===== config.mk =====
export PLATFORM = sky130hd
export DESIGN_NAME = byte_lane_dly_loader
export DESIGN_NICKNAME = d
export VERILOG_FILES = /design/src/rtl/byte_lane_dly_pkg.sv /design/src/rtl/byte_lane_dly_loader_shadow.sv /design/src/rtl/byte_lane_dly_loader.sv
export SDC_FILE = /design/constraint.sdc
export NUM_CORES = 1
export LEC_CHECK = 0
export CORE_ASPECT_RATIO = 0.9
export CORE_MARGIN = 4
export CORE_UTILIZATION = 62
export DETAILED_ROUTE_END_ITERATION = 6
export HOLD_SLACK_MARGIN = 0.06
export PLACE_DENSITY_LB_ADDON = 0.3
export SYNTH_ARGS = -nofsm -noshare
export SYNTH_HDL_FRONTEND = slang
export SYNTH_HIERARCHICAL = 1
export SYNTH_SLANG_ARGS = --single-unit

===== constraint.sdc =====
create_clock -name clk_div -period 4 [get_ports clk_div]
set_input_delay 0.8 -clock clk_div [delete_from_list [all_inputs] [get_ports clk_div]]
set_output_delay 0.8 -clock clk_div [all_outputs]
set_load 0.03 [all_outputs]

===== src/rtl/byte_lane_dly_pkg.sv =====
// Shared delay-map constants, FSM state type and address helpers
// for the byte-lane delay loader.
package byte_lane_dly_pkg;

    localparam logic [4:0] DLY_ODQ_FIRST = 5'd0;
    localparam logic [4:0] DLY_ODM       = 5'd9;
    localparam logic [4:0] DLY_IDQ_FIRST = 5'd16;
    localparam logic [4:0] DLY_IDQS      = 5'd24;
    localparam int         DLY_NUM       = 19;

    typedef enum logic [1:0] {
        ST_IDLE,
        ST_LOAD,
        ST_GAP,
        ST_SET
    } dly_state_e;

    function automatic logic dly_addr_valid(input logic [4:0] a);
        return (a <= DLY_ODM) ||
               ((a >= DLY_IDQ_FIRST) && (a <= DLY_IDQS));
    endfunction

    function automatic logic [4:0] dly_addr_next(input logic [4:0] a);
        return (a == DLY_ODM) ? DLY_IDQ_FIRST : a + 5'd1;
    endfunction

    // Dense shadow index: 0..9 map straight, 16..24 fold onto 10..18.
    function automatic logic [4:0] dly_addr_idx(input logic [4:0] a);
        return (a <= DLY_ODM) ? a : a - 5'd6;
    endfunction

endpackage


===== src/rtl/byte_lane_dly_loader_shadow.sv =====
// 19-entry shadow of the lane delay taps with write decode, load read port
// and optional registered readback (BYTE_LANE_DLY_READBACK_EN).
module byte_lane_dly_shadow
    import byte_lane_dly_pkg::*;
#(
    parameter logic [7:0] DLY_INIT = 8'h00
) (
    input  logic       clk_div,
    input  logic       rst_n,
    input  logic       wr_en,
    input  logic [4:0] wr_addr,
    input  logic [7:0] wr_data,
    input  logic [4:0] ld_addr,
    output logic [7:0] ld_data
`ifdef BYTE_LANE_DLY_READBACK_EN
    ,
    input  logic [4:0] rd_addr,
    output logic [7:0] rd_data
`endif
);

    logic [7:0] mem_q [DLY_NUM];
    logic [7:0] mem_d [DLY_NUM];

    always_comb begin
        mem_d = mem_q;
        if (wr_en && dly_addr_valid(wr_addr))
            mem_d[dly_addr_idx(wr_addr)] = wr_data;
    end

    always_comb begin
        ld_data = 8'h00;
        if (dly_addr_valid(ld_addr))
            ld_data = mem_q[dly_addr_idx(ld_addr)];
    end

    always_ff @(posedge clk_div or negedge rst_n) begin
        if (!rst_n) begin
            for (int i = 0; i < DLY_NUM; i++)
                mem_q[i] <= DLY_INIT;
        end else begin
            mem_q <= mem_d;
        end
    end

`ifdef BYTE_LANE_DLY_READBACK_EN
    logic [7:0] rd_data_q;
    logic [7:0] rd_data_d;

    always_comb begin
        rd_data_d = 8'h00;
        if (dly_addr_valid(rd_addr))
            rd_data_d = mem_q[dly_addr_idx(rd_addr)];
    end

    always_ff @(posedge clk_div or negedge rst_n) begin
        if (!rst_n)
            rd_data_q <= 8'h00;
        else
            rd_data_q <= rd_data_d;
    end

    assign rd_data = rd_data_q;
`endif

endmodule


===== src/rtl/byte_lane_dly_loader.sv =====
// Delay-programming master for one DDR3 byte lane: load shadow taps, then set.
// Optional readback port enabled by BYTE_LANE_DLY_READBACK_EN.
module byte_lane_dly_loader
    import byte_lane_dly_pkg::*;
#(
    parameter logic [7:0] DLY_INIT = 8'h00
) (
    input  logic       clk_div,
    input  logic       rst_n,
    input  logic       wr_en,
    input  logic [4:0] wr_addr,
    input  logic [7:0] wr_data,
    input  logic       start,
    input  logic       start_one,
    input  logic [4:0] one_addr,
    output logic       busy,
    output logic       done,
    output logic [7:0] dly_data,
    output logic [4:0] dly_addr,
    output logic       ld_delay,
    output logic       set
`ifdef BYTE_LANE_DLY_READBACK_EN
    ,
    input  logic [4:0] rd_addr,
    output logic [7:0] rd_data
`endif
);

    dly_state_e state_q, state_d;
    logic [4:0] cnt_q, cnt_d;
    logic       single_q, single_d;
    logic       busy_q, busy_d;
    logic       done_q, done_d;
    logic       ld_delay_q, ld_delay_d;
    logic       set_q, set_d;
    logic [4:0] dly_addr_q, dly_addr_d;
    logic [7:0] dly_data_q, dly_data_d;
    logic [7:0] ld_data;

    byte_lane_dly_shadow #(
        .DLY_INIT (DLY_INIT)
    ) u_shadow (
        .clk_div (clk_div),
        .rst_n   (rst_n),
        .wr_en   (wr_en),
        .wr_addr (wr_addr),
        .wr_data (wr_data),
        .ld_addr (cnt_q),
        .ld_data (ld_data)
`ifdef BYTE_LANE_DLY_READBACK_EN
        ,
        .rd_addr (rd_addr),
        .rd_data (rd_data)
`endif
    );

    // Outputs are registered from the current state, so they trail it by one edge.
    always_comb begin
        state_d    = state_q;
        cnt_d      = cnt_q;
        single_d   = single_q;
        busy_d     = (state_q != ST_IDLE);
        done_d     = set_q;
        ld_delay_d = 1'b0;
        set_d      = 1'b0;
        dly_addr_d = dly_addr_q;
        dly_data_d = dly_data_q;
        unique case (state_q)
            ST_IDLE: begin
                if (start) begin
                    state_d  = ST_LOAD;
                    cnt_d    = DLY_ODQ_FIRST;
                    single_d = 1'b0;
                end else if (start_one && dly_addr_valid(one_addr)) begin
                    state_d  = ST_LOAD;
                    cnt_d    = one_addr;
                    single_d = 1'b1;
                end
            end
            ST_LOAD: begin
                ld_delay_d = 1'b1;
                dly_addr_d = cnt_q;
                dly_data_d = ld_data;
                if (single_q || (cnt_q == DLY_IDQS))
                    state_d = ST_GAP;
                else
                    cnt_d = dly_addr_next(cnt_q);
            end
            ST_GAP: state_d = ST_SET;
            ST_SET: begin
                set_d   = 1'b1;
                state_d = ST_IDLE;
            end
            default: state_d = ST_IDLE;
        endcase
    end

    always_ff @(posedge clk_div or negedge rst_n) begin
        if (!rst_n) begin
            state_q    <= ST_IDLE;
            cnt_q      <= DLY_ODQ_FIRST;
            single_q   <= 1'b0;
            busy_q     <= 1'b0;
            done_q     <= 1'b0;
            ld_delay_q <= 1'b0;
            set_q      <= 1'b0;
            dly_addr_q <= 5'd0;
            dly_data_q <= 8'h00;
        end else begin
            state_q    <= state_d;
            cnt_q      <= cnt_d;
            single_q   <= single_d;
            busy_q     <= busy_d;
            done_q     <= done_d;
            ld_delay_q <= ld_delay_d;
            set_q      <= set_d;
            dly_addr_q <= dly_addr_d;
            dly_data_q <= dly_data_d;
        end
    end

    assign busy     = busy_q;
    assign done     = done_q;
    assign ld_delay = ld_delay_q;
    assign set      = set_q;
    assign dly_addr = dly_addr_q;
    assign dly_data = dly_data_q;

endmodule


==> results.py <==
metrics = {
    "worst_setup_path": {
        "path_cells": "nand2b_1 > a21o_1 > a21oi_4 > mux2_2 > o211ai_1 > o311ai_0 > mux2_2",
        "worstSetupStartpointType": "register",
        "path_buf_inv": 0,
        "critPathRequiredTime_ns": 4.33,
        "cp.arrival_ns": 3.67,
        "cp_common_cell": "mux2_2",
        "cp_max_fo": 23,
        "crit_family": "compound AO/OA/AOI/OAI gates",
        "end_kind": "register",
        "worstSetupPathType": "reg2reg",
        "slowest_delay_ns": 0.60,
        "slowest_stage": "dfrtp_4",
    },
    "clock_tree": {
        "clock-root-buffer": "clkbuf_16",
        "htreeDepth": 4,
        "hold_buffers": 0,
        "postCtsSetupBuffers": 0,
        "post_cts_resized": 0,
        "clockBufferDepth": 2,
        "insertion_delay_ns": 0.44,
        "cts_sinks": 177,
        "numCtsBuffers": 17,
        "clkSlewWorstSetupHoldPaths_ns": 0.07,
        "cts_tree": "done",
    },
    "timing": {
        "max_slew.worst_pin.slew_ns": 1.19,
        "skew_ns": 0.0103,
        "max_freq_mhz": 299,
        "period_share_pct": 83.5,
        "finalSetupViolCount": 0,
        "rsz0062_at_grt": "false",
        "hold_viol": 0,
        "drv_slew": 0,
        "fin_setup_tns_ns": 0,
        "slew_headroom_pct": 20.7,
        "fin_crit_ns": 3.34,
    },
    "die": {
        "dieHeight_um": 130,
        "num_io_pins": 40,
        "initial_core_util_pct": 63.3,
        "die_area_mm2": 0.0186,
        "fp-row-count": 44,
        "core-area_mm2": 0.0161,
        "fp.dieW_um": 143,
    },
    "route": {
        "drtPass1Iterations": 5,
        "drc": 0,
        "drt-total-wl_um": 25200,
        "vias": 7102,
        "avgViaCountPerCell": 6.94,
        "first_iter_violations": 791,
        "routedWlPerCell_um": 24.7,
        "ant_nets": 0,
    },
    "global_routing": {
        "antenna_found_initial": 0,
        "grt_overflow": 0,
        "grt_pass1_vias": 7298,
        "groute.usage.overall_pct": 28.3,
        "grt_pass1_wl_um": 40500,
        "grt_max_degree": 100,
    },
    "final_layout": {
        "num_antenna_cells": 0,
        "drive_above_1_share_pct": 36.6,
        "instances_no_fill": 1023,
        "syn2layout_area_growth_pct": 10.5,
        "final_nets": 838,
        "utilization_pct": 69.9,
    },
    "place": {
        "gp_congestion": 0.856,
        "io_buffer_count": 39,
        "dp_hpwl_um": 16400,
        "place_inst": 991,
    },
    "run_status": {
        "status": "complete, no violations",
    },
    "synthesis": {
        "synth_warnings": 6,
        "synth-edff-count": 0,
        "yosysUniqueCellTypes": 81,
        "ys_top_cells_by_area": "dfrtp_1, mux2_2, mux4_2",
        "synthesis.instances": 791,
        "yosysTopAreaCell": "dfrtp_1",
        "ys_top_cells_by_count": "dfrtp_1, mux2_2, mux4_2",
        "syn-mean-instance-area_um2": 12.9,
        "synth_nets": 826,
        "synth-seq-area-share_pct": 43.4,
        "async_flop_share_pct": 100,
        "syn-cell-area_mm2": 0.0102,
        "ys.flop_type": "dfrtp_1",
        "ys_ff_latch": 177,
        "synth_top_area_share_pct": 43.4,
        "synth_most_common_cell": "dfrtp_1",
    },
    "pwr": {
        "peakVddDrop_uv": 511,
        "power_density_mw_per_mm2": 735,
        "p_total_uw": 8290,
        "p_leak_uw": 0.00480,
    },
    "flow_run": {
        "max_cap_viol_count": 0,
    },
    "min_path": {
        "min_path_type": "reg2reg",
    },
}
logic make-up after synthesis:
family,synth area share (%)
compound gates,11.7
fa+ha+maj,1.47
simple gates,7.37
buf+inv,3.87
xor+xnor,0.257
flops,43.4
mux,31.9
power by group:
group / switching [uW] / total, uW / leakage [uW] / internal, uW
sequential: 420 / 2720 / 0.00229 / 2300
combinational: 2080 / 3930 / 0.00224 / 1850
clock: 771 / 1650 / 0.000268 / 875
total: 3270 / 8290 / 0.00480 / 5020
routing by layer:
layer | GRT usage, % | part of all wire [%] | vias to the layer above
met5 | 0 | 0 | -
met3 | 6.01 | 7.0 | 56
li1 | - | - | 3058
met1 | 38.2 | 41 | 3659
met4 | 10.0 | 2.7 | 0
met2 | 46.3 | 49 | 329
cell type report:
class	count	area, um2
Timing Repair Buffer	53	509
Tap cell	207	259
Clock inverter	15	153
Fill cell	1071	4850
Multi-Input combinational cell	524	5390
Inverter	30	113
Sequential cell	177	4430
Clock buffer	17	425
cell usage in the layout, fill, tap and decap left out, types with 4 or more instances in the layout:
cell type and n:
dfrtp_1 175, mux2_2 146, mux4_2 46, clkdlybuf4s50_1 38, inv_1 28, nand2_1 24, mux2_4 24, o21ai_0 23
mux2i_1 22, a21oi_1 19, clkbuf_16 17, nor2_1 15, o221ai_1 15, a211oi_1 14, buf_4 13, ha_1 12
nor2_4 10, o22ai_1 9, nand2b_1 9, nor3b_1 8, a221oi_1 7, nor2b_1 6, nand3_1 6, nor3_1 6
and3b_1 6, o32ai_1 6, o211a_1 6, clkinvlp_4 5, o22a_1 5, o311ai_1 5, a22oi_1 4, inv_6 4
o211ai_1 4
worst paths after layout:
path	start	endpoint	slack, ns	cells after the start
worst min-delay path	set	done	0.39	0
worst max-delay path	cnt_q[0]	dly_data[1]	0.66	7
max in group asynchronous	rst_n	u_shadow/mem_q[9]	2.59	2
worst max register to register	cnt_q[0]	dly_data[1]	0.66	7
min in group asynchronous	rst_n	u_shadow/mem_q[143]	0.48	1
worst min register to register	set	done	0.39	0
metrics by stage:
| stage | instance area (um2) | hold slack (ns) | setup slack [ns] |
|---|---|---|---|
| 6_report | 11300 | 0.386 | 0.660 |
| 5_1_grt | 11300 | 0.406 | 0.487 |
| 4_1_cts | 11300 | 0.390 | 0.715 |
| 3_5_place_dp | 10700 | 0.373 | 0.262 |
| 3_3_place_gp | 10700 | 0.354 | 0.413 |
| 2_1_floorplan | 10200 | 0.471 | 0.613 |
sequential cells by signal (all words and copies together), names as in the netlist:
signal / flops
single_q: 1
ld_delay: 1
dly_addr: 5
cnt_q: 5
u_shadow/mem_q: 152
state_q: 2
done: 1
busy: 1
set: 1
dly_data: 8
Note: power is estimated with default switching activity, not from simulation.
